### config.mk
export PLATFORM = sky130hd
export DESIGN_NAME = hdmi_pll_supervisor
export DESIGN_NICKNAME = d
export VERILOG_FILES = /design/src/rtl/hdmi_pll_supervisor.sv
export SDC_FILE = /design/constraint.sdc
export NUM_CORES = 1
export LEC_CHECK = 0
export ABC_AREA = 1
export ABC_CLOCK_PERIOD_IN_PS = 5000
export CORE_MARGIN = 2
export CORE_UTILIZATION = 62
export DETAILED_ROUTE_END_ITERATION = 12
export PLACE_DENSITY = 0.85
export SLEW_MARGIN = 20
export SYNTH_ARGS = -nofsm -noshare
export SYNTH_HDL_FRONTEND = slang
export SYNTH_SLANG_ARGS = --single-unit
### constraint.sdc
create_clock -name init_clk -period 5 [get_ports init_clk]
set_input_delay 1 -clock init_clk [delete_from_list [all_inputs] [get_ports init_clk]]
set_output_delay 1 -clock init_clk [all_outputs]
set_load 0.02 [all_outputs]
### src/rtl/hdmi_pll_supervisor.sv
// -----------------------------------------------------------------------------
// hdmi_pll_supervisor
//   Sequences and supervises the HDMI PLL from the free-running init clock.
//   Pulses the PLL reset, waits for lock, qualifies lock stability, then
//   releases the HDMI pipeline reset. Loss of lock in RUN re-runs the
//   sequence. Repeated lock failures park the block in a sticky FAULT.
//
// Ports
//   init_clk       in   free-running init clock (only clock)
//   reset          in   asynchronous active-high reset
//   restart        in   one-cycle request to restart the sequence
//   pll_lock       in   PLL lock, asynchronous to init_clk
//   pll_rst        out  PLL reset, active high
//   hdmi_rst       out  HDMI pipeline reset, active high
//   ready          out  PLL locked and qualified (RUN)
//   fault          out  sticky: retries exhausted
//   state          out  0 RESET_PLL, 1 WAIT_LOCK, 2 STABLE, 3 RUN, 4 FAULT
//   retry_cnt      out  failed attempts since last RUN entry or restart
//   lock_loss_cnt  out  lock-loss events in RUN, saturating at 255
//
// Handshakes: there are none; restart is a single-cycle level sampled on
// the rising edge of init_clk and takes effect on that edge.
// -----------------------------------------------------------------------------
module hdmi_pll_supervisor #(
    parameter int RST_CYCLES    = 32,
    parameter int LOCK_TIMEOUT  = 100000,
    parameter int STABLE_CYCLES = 1024,
    parameter int LOSS_FILT     = 4,
    parameter int MAX_RETRIES   = 7
) (
    input  logic       init_clk,
    input  logic       reset,
    input  logic       restart,
    input  logic       pll_lock,
    output logic       pll_rst,
    output logic       hdmi_rst,
    output logic       ready,
    output logic       fault,
    output logic [2:0] state,
    output logic [3:0] retry_cnt,
    output logic [7:0] lock_loss_cnt
);

    // Shared timer is sized for the largest count used by any state.
    localparam int MAX_A     = (RST_CYCLES > LOCK_TIMEOUT) ? RST_CYCLES : LOCK_TIMEOUT;
    localparam int MAX_B     = (STABLE_CYCLES > LOSS_FILT) ? STABLE_CYCLES : LOSS_FILT;
    localparam int MAX_COUNT = (MAX_A > MAX_B) ? MAX_A : MAX_B;
    localparam int TW        = $clog2(MAX_COUNT + 1);

    localparam logic [TW-1:0] RST_LAST     = TW'(RST_CYCLES - 1);
    localparam logic [TW-1:0] TIMEOUT_LAST = TW'(LOCK_TIMEOUT - 1);
    localparam logic [TW-1:0] STABLE_LAST  = TW'(STABLE_CYCLES - 1);
    localparam logic [TW-1:0] LOSS_LAST    = TW'(LOSS_FILT - 1);
    localparam logic [3:0]    RETRY_LIMIT  = 4'(MAX_RETRIES);

    typedef enum logic [2:0] {
        S_RESET_PLL = 3'd0,
        S_WAIT_LOCK = 3'd1,
        S_STABLE    = 3'd2,
        S_RUN       = 3'd3,
        S_FAULT     = 3'd4
    } state_t;

    state_t        cur;
    state_t        nxt;
    logic [TW-1:0] timer;
    logic [TW-1:0] timer_nxt;
    logic [3:0]    retry_nxt;
    logic [7:0]    loss_nxt;
    logic          attempt_failed;
    logic          sync1;
    logic          lock_s;

    // Two-flop synchronizer for the asynchronous lock input.
    always_ff @(posedge init_clk or posedge reset) begin
        if (reset) begin
            sync1  <= 1'b0;
            lock_s <= 1'b0;
        end else begin
            sync1  <= pll_lock;
            lock_s <= sync1;
        end
    end

    always_comb begin
        nxt            = cur;
        timer_nxt      = timer + 1'b1;
        retry_nxt      = retry_cnt;
        loss_nxt       = lock_loss_cnt;
        attempt_failed = 1'b0;

        case (cur)
            S_RESET_PLL: begin
                if (timer == RST_LAST) nxt = S_WAIT_LOCK;
            end
            S_WAIT_LOCK: begin
                if (lock_s) nxt = S_STABLE;
                else if (timer == TIMEOUT_LAST) attempt_failed = 1'b1;
            end
            S_STABLE: begin
                if (!lock_s) begin
                    attempt_failed = 1'b1;
                end else if (timer == STABLE_LAST) begin
                    nxt       = S_RUN;
                    retry_nxt = '0;
                end
            end
            S_RUN: begin
                // In RUN the timer doubles as the consecutive-unlock filter.
                if (lock_s) begin
                    timer_nxt = '0;
                end else if (timer == LOSS_LAST) begin
                    nxt = S_RESET_PLL;
                    if (lock_loss_cnt != 8'hFF) loss_nxt = lock_loss_cnt + 8'd1;
                end
            end
            S_FAULT: begin
                timer_nxt = timer;
            end
            default: begin
                nxt = S_RESET_PLL;
            end
        endcase

        if (attempt_failed) begin
            if (retry_cnt == RETRY_LIMIT) begin
                nxt = S_FAULT;
            end else begin
                retry_nxt = retry_cnt + 4'd1;
                nxt       = S_RESET_PLL;
            end
        end

        // restart overrides every other transition.
        if (restart) begin
            nxt       = S_RESET_PLL;
            retry_nxt = '0;
        end

        // Timer clears on every state entry (a restart re-enters RESET_PLL).
        if (restart || (nxt != cur)) timer_nxt = '0;
    end

    // State, counters and outputs all load from the next-state decode, so the
    // outputs move in the same cycle as state with no input->output path.
    always_ff @(posedge init_clk or posedge reset) begin
        if (reset) begin
            cur           <= S_RESET_PLL;
            timer         <= '0;
            retry_cnt     <= '0;
            lock_loss_cnt <= '0;
            pll_rst       <= 1'b1;
            hdmi_rst      <= 1'b1;
            ready         <= 1'b0;
            fault         <= 1'b0;
        end else begin
            cur           <= nxt;
            timer         <= timer_nxt;
            retry_cnt     <= retry_nxt;
            lock_loss_cnt <= loss_nxt;
            pll_rst       <= (nxt == S_RESET_PLL) || (nxt == S_FAULT);
            hdmi_rst      <= (nxt != S_RUN);
            ready         <= (nxt == S_RUN);
            fault         <= (nxt == S_FAULT);
        end
    end

    assign state = cur;

endmodule

Yosys cells after proc, flatten, opt, wreduce, memory -nomap -nowiden
Index checks and enable logic that the tools add are counted.
{ "word_totals": {"word_cells": 57, "input_bits": 4, "regBits": 38, "out_inout_bits": 19} }
{ "classes": {"n_eq_ne": 15, "n_addsub": 3, "n_bitwise": 1, "reduce_logical": 5, "muxes": 23} }
{ "op_table": {"columns": ["operator", "count"], "rows": [
  ["2-to-1 mux 17 bit", 2],
  ["case mux 17 bit (2 select lines)", 1],
  ["2-to-1 mux 3 bit", 9],
  ["2-to-1 mux 4 bit", 6],
  ["adder 17 x 1 -> 17 bit (second input constant)", 1],
  ["== test 17 x 10 -> 1 bit (second input constant)", 1],
  ["== test 17 bit (second input constant)", 1],
  ["== test 17 x 2 -> 1 bit (second input constant)", 1],
  ["== test 17 x 5 -> 1 bit (second input constant)", 1],
  ["case mux 3 bit (5 select lines)", 1],
  ["== test 3 x 2 -> 1 bit (second input constant)", 3],
  ["adder 8 x 1 -> 8 bit (second input constant)", 1],
  ["inequality test 8 bit (second input constant)", 1],
  ["== test 3 bit (second input constant)", 2],
  ["zero test 3 bit", 2],
  ["adder 4 x 1 -> 4 bit (second input constant)", 1],
  ["== test 4 x 3 -> 1 bit (second input constant)", 1],
  ["AND reduction 4 bit", 1],
  ["== test 3 x 1 -> 1 bit (second input constant)", 1],
  ["2-to-1 mux 1 bit", 3],
  ["inequality test 3 x 2 -> 1 bit (second input constant)", 1],
  ["inequality test 3 bit", 1],
  ["logical OR 1 bit", 2],
  ["inequality test 2 bit (second input constant)", 1],
  ["other kinds (2)", 2]
]} }

Longest topological paths before layout
Gate-level depths: netlist of the first run.
{ "logic_depth": {"depth_word": 9, "ltp_mapped": 13, "depth_no_buf": 12} }

Worst setup path before layout of the first run
No wires, ideal clock.
{ "synth_path": {"path_kind": "input to register", "start": "in restart", "end": "reg timer[0]", "stages": 8, "required_ps": 4920, "slack_ps": 3034, "setup_ps": 80, "t_arrival_ps": 1886, "cell_sequence": "inv_1 -> o21ai_0 -> a21oi_1 -> nand2_1 -> nand2_2 -> nand3_4 -> buf_6 -> nor3_2"} }
{ "synth_between": {"elab_chain_len": 4, "word_cells_on_any_way": 5, "cone_classes": "eq/ne (2); mux (2); reduce/logical (1)"} }
{ "synth_rtl": {"columns": ["element", "line", "source"], "rows": [
  ["start: declaration", "33", "input logic restart,"],
  ["2-to-1 mux 3 bit", "135", "if (restart) begin"],
  ["inequality test 3 bit", "141", "if (restart || (nxt != cur)) timer_nxt = '0;"],
  ["logical OR 1 bit *", "141", null],
  ["inequality test 2 bit (no line) or 2-to-1 mux 17 bit (tied branches)", null, null],
  ["end signal: assignment", "158", "timer <= timer_nxt;"],
  ["end: declaration", "66", "logic [TW-1:0] timer;"]
]} }
Mark *: on every way between the ends. The rest lies on a longest branch, timed or not.
A chain may end at the register's enable or synchronous reset.

Final worst setup path of the first run
{ "layout_path": {"start": "in restart", "end": "reg timer[6]"} }
Same word-level chain as after synthesis.

==> results.ini, run 1 <==
[floorplan]
num_rows=22
initial_core_util=0.654
die_area_mm2=0.00441
die_h_um=66.4
core_mm2=0.00369
die_width_um=66.4
ios=23

[routing]
dr_total_vias=2168
vias_per_cell=5.63
drt-pass1-iter-count=5
drtIter0Drc=154
wl_per_cell_um=14.0
drcViolationCount=0
drt-total-wl_mm=5.39
drt.antenna.violating_nets=0

[timing]
fmax_mhz=396
setup_viol=0
fin_crit_sh=0.505
rsz0062_at_grt=no
hold_violations=0
relSlewSlack=0.595
fin_crit_ns=2.53
skew_ns=0.00572
drv_slew=0
tightest_slew_ns=0.607
fin_setup_tns_ns=0

[clocking]
cts_buffers=5
clock_path_buffers=2
cts.sinks=38
cts_resized=0
cts_setup_buffers=0
htreeDepth=2
cts_root_buffer=clkbuf_8
clk_latency_ns=0.30
ctsHoldBuffers=0
clk_pin_slew_ns=0.07
tritoncts=done

[critical_path]
timing.rr.end=timer[16]
path_buf_inv=2
cp-end-kind=register
rr_worst_depth=8
cp_cell_sequence=clkdlybuf4s50_1, inv_1, o21ai_0, a21oi_1, nand2_1, nand2_2, nand3_4, nor3_1
critPathLaunchType=input pin
crit_slowest_cell=clkdlybuf4s50_1
required_ns=5.20
rrSetupSlack_ns=2.77
critPathLaunch=restart
crit_fanout=17
path_class=in -> reg
critical_path_arrival_ns=2.73
r2r_start=state[0]
crit_path_max_incr_delay_ns=0.54
critical-path-top-delay-family=simple AND/OR/NAND/NOR gates

[logic_synthesis]
syn_area_mm2=0.00241
synthCells=311
synth-edff-count=0
avgSynthCellArea_um2=7.76
synth_cell_types=33
yosysWarnings=0
yosysSeqAreaShare=0.395
async_flop_share=1.00
syn_nets=318
synth_flop_cell=dfrtp_1
synth_seq_cells=38

[finish]
post-route-cell-area_mm2=0.00276
drive_gt1_frac=0.134
final_cells=385
synthToLayoutAreaGrowth_pct=14.4
diodes=0
nNetsFinal=343

[min_path]
min_to=lock_s
min_path_cells=0
hp-start=sync1
hold_path.class=reg -> reg

[power_and_ir_drop]
power_density_mw_per_mm2=204
p_leak_uw=0.00123
ir_worst_vdd_mv=0.176

[place]
io_buffers=22
place_area_mm2=0.00267
gp_congestion=0.892
place_hpwl_mm=3.82
dp_cells=377

[run]
max_cap_viol_count=0

[outcome]
status=finished, final reports clean

[global_routing]
grt_pass1_vias=1926
grt_first_pass_wirelength_mm=8.78
grt_overflow=0
grt_max_degree=39
grt.total_usage=0.269
antenna_found_initial=0

-- Yosys cell counts (2+ instances only) --
cell	number	area [µm²]
nand4_1	11	68.8
nand2_1	48	180
nand3_2	4	40.0
inv_2	3	11.3
a21oi_1	5	25.0
dfstp_2	2	52.6
o21ai_0	21	105
nor3_2	11	110
nand3_4	3	52.6
dfrtp_1	36	901
or2_2	2	12.5
buf_6	2	22.5
xnor2_1	5	43.8
o22ai_1	2	12.5
xor2_1	7	61.3
nand2_2	6	37.5
buf_2	2	10.0
ha_1	3	37.5
inv_1	50	188
nor2_1	40	150
nand3_1	20	100
nor3_1	17	85.1
-- logic make-up (layout without fill, tap and decap cells) --
kind of cell / after synthesis / after routing / share of synthesized area
AO/OA/AOI/OAI: 32 / 32 / 0.0778
XOR/XNOR: 12 / 12 / 0.0435
adder cells (fa/ha/maj): 3 / 3 / 0.0156
buffers and inverters: 58 / 84 / 0.0975
flip-flops: 38 / 38 / 0.395
multiplexers: 1 / 1 / 0.00467
AND/OR/NAND/NOR: 167 / 167 / 0.366
-- placed cells by master, fill, tap and decap left out, types with 5 or more instances in the layout --
cell type / instances
inv_1: 50
xor2_1: 7
a21oi_1: 5
clkbuf_8: 6
nor3_1: 17
xnor2_1: 5
o21ai_0: 21
nand2_2: 6
nand3_1: 20
nor2_1: 40
clkdlybuf4s50_1: 22
nand2_1: 48
nand4_1: 11
nor3_2: 11
dfrtp_1: 36
-- per-layer routing --
layer,wire (µm),track usage,up-vias
met1,2210,0.331,1005
met5,0,0,-
met4,108,0.130,0
li1,-,-,1057
met2,2670,0.451,93
met3,401,0.0477,13
-- worst max-delay path by stage --
stage	endpoint	cells past startpoint
2_1_floorplan	timer[0]	8
3_3_place_gp	timer[10]	8
3_5_place_dp	timer[6]	8
4_1_cts	timer[6]	8
5_1_grt	timer[6]	8
6_report	timer[6]	8
-- flip-flops by register name (all words and copies together), names as in the netlist --
signal,count
timer,17
state,3
lock_s,1
pll_rst,1
hdmi_rst,1
ready,1
fault,1
retry_cnt,4
sync1,1
lock_loss_cnt,8
-- cell type report --
| type | instances | area (µm²) |
|---|---|---|
| Clock buffer | 6 | 82.6 |
| Clock inverter | 2 | 12.5 |
| Fill cell | 287 | 928 |
| Inverter | 53 | 199 |
| Multi-Input combinational cell | 215 | 1220 |
| Sequential cell | 38 | 953 |
| Tap cell | 48 | 60.1 |
| Timing Repair Buffer | 23 | 228 |
-- where the power goes --
| part | switching [µW] | internal (µW) |
|---|---|---|
| Combinational | 17.4 | 9.07 |
| Clock | 112 | 111 |
| Sequential | 2.92 | 310 |
-- per-stage QoR --
| step | utilization | power (µW) | setup slack [ns] | hold slack, ns |
|---|---|---|---|---|
| final | 0.748 | 562 | 2.47 | 0.352 |
| after global routing | 0.748 | 582 | 2.25 | 0.365 |
| after CTS | 0.748 | 566 | 2.47 | 0.352 |
| after detailed placement | 0.723 | 345 | 2.17 | 0.335 |
| after global placement | 0.723 | 344 | 2.27 | 0.332 |
| after floorplan | - | 337 | 3.03 | 0.331 |
Note: power is estimated with default switching activity, not from simulation.
==> run 2: changes to the inputs <==
--- a/config.mk
+++ b/config.mk
@@ -6,11 +6,11 @@
 export NUM_CORES = 1
 export LEC_CHECK = 0
 export ABC_AREA = 1
-export ABC_CLOCK_PERIOD_IN_PS = 5000
+export ABC_CLOCK_PERIOD_IN_PS = 2300
 export CORE_MARGIN = 2
-export CORE_UTILIZATION = 62
+export CORE_UTILIZATION = 52
 export DETAILED_ROUTE_END_ITERATION = 12
-export PLACE_DENSITY = 0.85
+export PLACE_DENSITY = 0.76
 export SLEW_MARGIN = 20
 export SYNTH_ARGS = -nofsm -noshare
 export SYNTH_HDL_FRONTEND = slang
==> constraint.sdc (replaced) <==
create_clock -name init_clk -period 2.3 [get_ports init_clk]
set_input_delay 0.46 -clock init_clk [delete_from_list [all_inputs] [get_ports init_clk]]
set_output_delay 0.46 -clock init_clk [all_outputs]
set_load 0.02 [all_outputs]
==> results.ini, run 2 (synthesis gave the netlist of run 1 again) <==
[critical_path]
cp_cell_sequence=ha_1, nand3_4, nor2_1, nand3_1, nand2_2, a21oi_1, nand2_1, nand2_2, nand3_4, nor3_1
timing.rr.end=timer[11]
critical_path_arrival_ns=2.31  ; -0.42 ns
rrSetupSlack_ns=0.19  ; -2.58 ns
critPathLaunchType=register
cp-end-kind=register
critical-path-top-delay-family=simple AND/OR/NAND/NOR gates
rr_worst_depth=10  ; +2
critPathLaunch=timer[0]
path_class=reg -> reg
required_ns=2.50  ; -2.70 ns
crit_path_max_incr_delay_ns=0.41  ; -0.13 ns
crit_fanout=17  ; unchanged
path_buf_inv=0  ; -2
crit_slowest_cell=dfrtp_1
r2r_start=timer[0]

[floorplan]
die_h_um=72.1  ; +8.6%
num_rows=24  ; +9.1%
die_area_mm2=0.00520  ; +18%
core_mm2=0.00441  ; +20%
initial_core_util=0.547  ; -0.108
die_width_um=72.1  ; +8.6%
ios=23  ; unchanged

[finish]
largest-register=timer
drive_gt1_frac=0.143  ; +0.00974
synthToLayoutAreaGrowth_pct=15.6
layout_common_cells=50 x inv_1, 48 x nand2_1, 40 x nor2_1
final_common_cell=inv_1
nNetsFinal=348  ; +1.5%
post-route-cell-area_mm2=0.00279  ; +1.1%
largest_registers=timer (17), lock_loss_cnt (8), retry_cnt (4)
largest_reg_flops=17  ; unchanged
diodes=0  ; unchanged

[power_and_ir_drop]
switching_share=0.237  ; +0.00203
seqPwrFrac=0.573  ; +0.016
p_leak_uw=0.00126  ; +1.9%
p_clk_frac=0.377  ; -0.019
ir_worst_vdd_mv=0.409  ; +130%
power_density_mw_per_mm2=425  ; +110%
switchingPower_uw=282  ; +110%
pwr-share-comb=0.050  ; +0.003
p_int_uw=905  ; +110%

[routing]
vias_per_cell=5.50  ; -2.4%
wl_per_cell_um=13.3  ; -4.9%
drt.antenna.violating_nets=0  ; unchanged
dr_total_vias=2166  ; -0.092%
drt-total-wl_mm=5.25  ; -2.7%
drt-pass1-iter-count=4  ; -1
drcViolationCount=0  ; unchanged
drtIter0Drc=214  ; +39%

[timing]
fmax_mhz=473
fin_setup_tns_ns=0  ; unchanged
setup_viol=0  ; unchanged
fin_crit_ns=2.11
relSlewSlack=0.678  ; +0.0837
tightest_slew_ns=0.483  ; -0.124 ns
hold_violations=0  ; unchanged
drv_slew=0  ; unchanged
rsz0062_at_grt=no
fin_crit_sh=0.919
skew_ns=0.00631  ; +0.000589 ns
fin_ws_ns=0.186  ; -2.29 ns
holdWs_ns=0.356  ; +0.00460 ns

[outcome]
status=finished, final reports clean

[min_path]
hold_path.class=reg -> reg
min_path_cells=0  ; unchanged
min_to=lock_s
hp-start=sync1

[global_routing]
antenna_found_initial=0  ; unchanged
grt.total_usage=0.226  ; -0.0423
grt_first_pass_wirelength_mm=9.17  ; +4.4%
grt_overflow=0  ; unchanged
grt_max_degree=39  ; unchanged
grt_pass1_vias=2088  ; +8.4%

[place]
place_area_mm2=0.00271  ; +1.6%
post-place-ws_ns=0.174  ; -2.00 ns
place_hpwl_mm=3.81  ; -0.16%
io_buffers=22  ; unchanged
gp_congestion=0.934  ; +4.6%

[clocking]
cts_setup_buffers=0  ; unchanged
htreeDepth=2  ; unchanged
tritoncts=done
clk_pin_slew_ns=0.08  ; about the same
cts_resized=0  ; unchanged
cts_buffers=5  ; unchanged
ctsHoldBuffers=0  ; unchanged
clock_path_buffers=2  ; unchanged
cts_root_buffer=clkbuf_8
clk_latency_ns=0.29  ; about the same
cts.sinks=38  ; unchanged

[run]
max_cap_viol_count=0  ; unchanged

[run 2: cell types whose count changed in the layout (fill, tap and decap cells not counted)]
cell	change
clkbuf_8	-1
buf_4	+5
clkinvlp_4	-1
clkbuf_1	+1
clkinv_2	+1
[run 2: power by group through the flow]
| stage | Combinational, µW | Clock [µW] | Sequential, µW |
|---|---|---|---|
| floorplan | 41.4 | 0 | 691 |
| global placement | 57.9 | 0 | 693 |
| detailed placement | 59.1 | 0 | 693 |
| CTS | 60.2 | 462 | 680 |
| global route | 65.9 | 497 | 681 |
| finish | 58.7 | 448 | 680 |
[run 2: final cells by class]
class / instances / area, µm²
Fill cell: 393 / 1620
Tap cell: 52 / 65.1
Clock inverter: 2 / 10.0
Multi-Input combinational cell: 215 / 1220
Timing Repair Buffer: 28 / 265
Inverter: 53 / 199
Sequential cell: 38 / 953
Clock buffer: 6 / 72.6
[run 2: worst reg2reg max path, cell delays in order (launching register included)]
cell and delay [ns]:
dfrtp_1 0.41, ha_1 0.28, nand3_4 0.15, nor2_1 0.07
nand3_1 0.09, nand2_2 0.09, a21oi_1 0.20, nand2_1 0.15
nand2_2 0.10, nand3_4 0.23, nor3_1 0.26
[run 2: how the worst max path moves through the flow]
stage | endpoint | cells past startpoint
6_report | timer[11] | 10
5_1_grt | timer[9] | 10
4_1_cts | timer[11] | 10
3_5_place_dp | timer[8] | 8
3_3_place_gp | timer[3] | 8
2_1_floorplan | timer[0] | 11
[run 2: through the flow]
stage,util,cells,total power (µW)
2_1_floorplan,-,311,733
3_3_place_gp,0.613,386,751
3_5_place_dp,0.613,386,752
4_1_cts,0.632,394,1200
5_1_grt,0.632,394,1240
6_report,0.632,394,1190
[run 2: routing by layer]
layer | vias to the layer above | track usage | part of all wire
li1 | 1072 | - | -
met1 | 1021 | 0.294 | 0.44
met2 | 63 | 0.376 | 0.49
met3 | 10 | 0.0389 | 0.057
met4 | 0 | 0.0901 | 0.017
met5 | - | 0 | 0
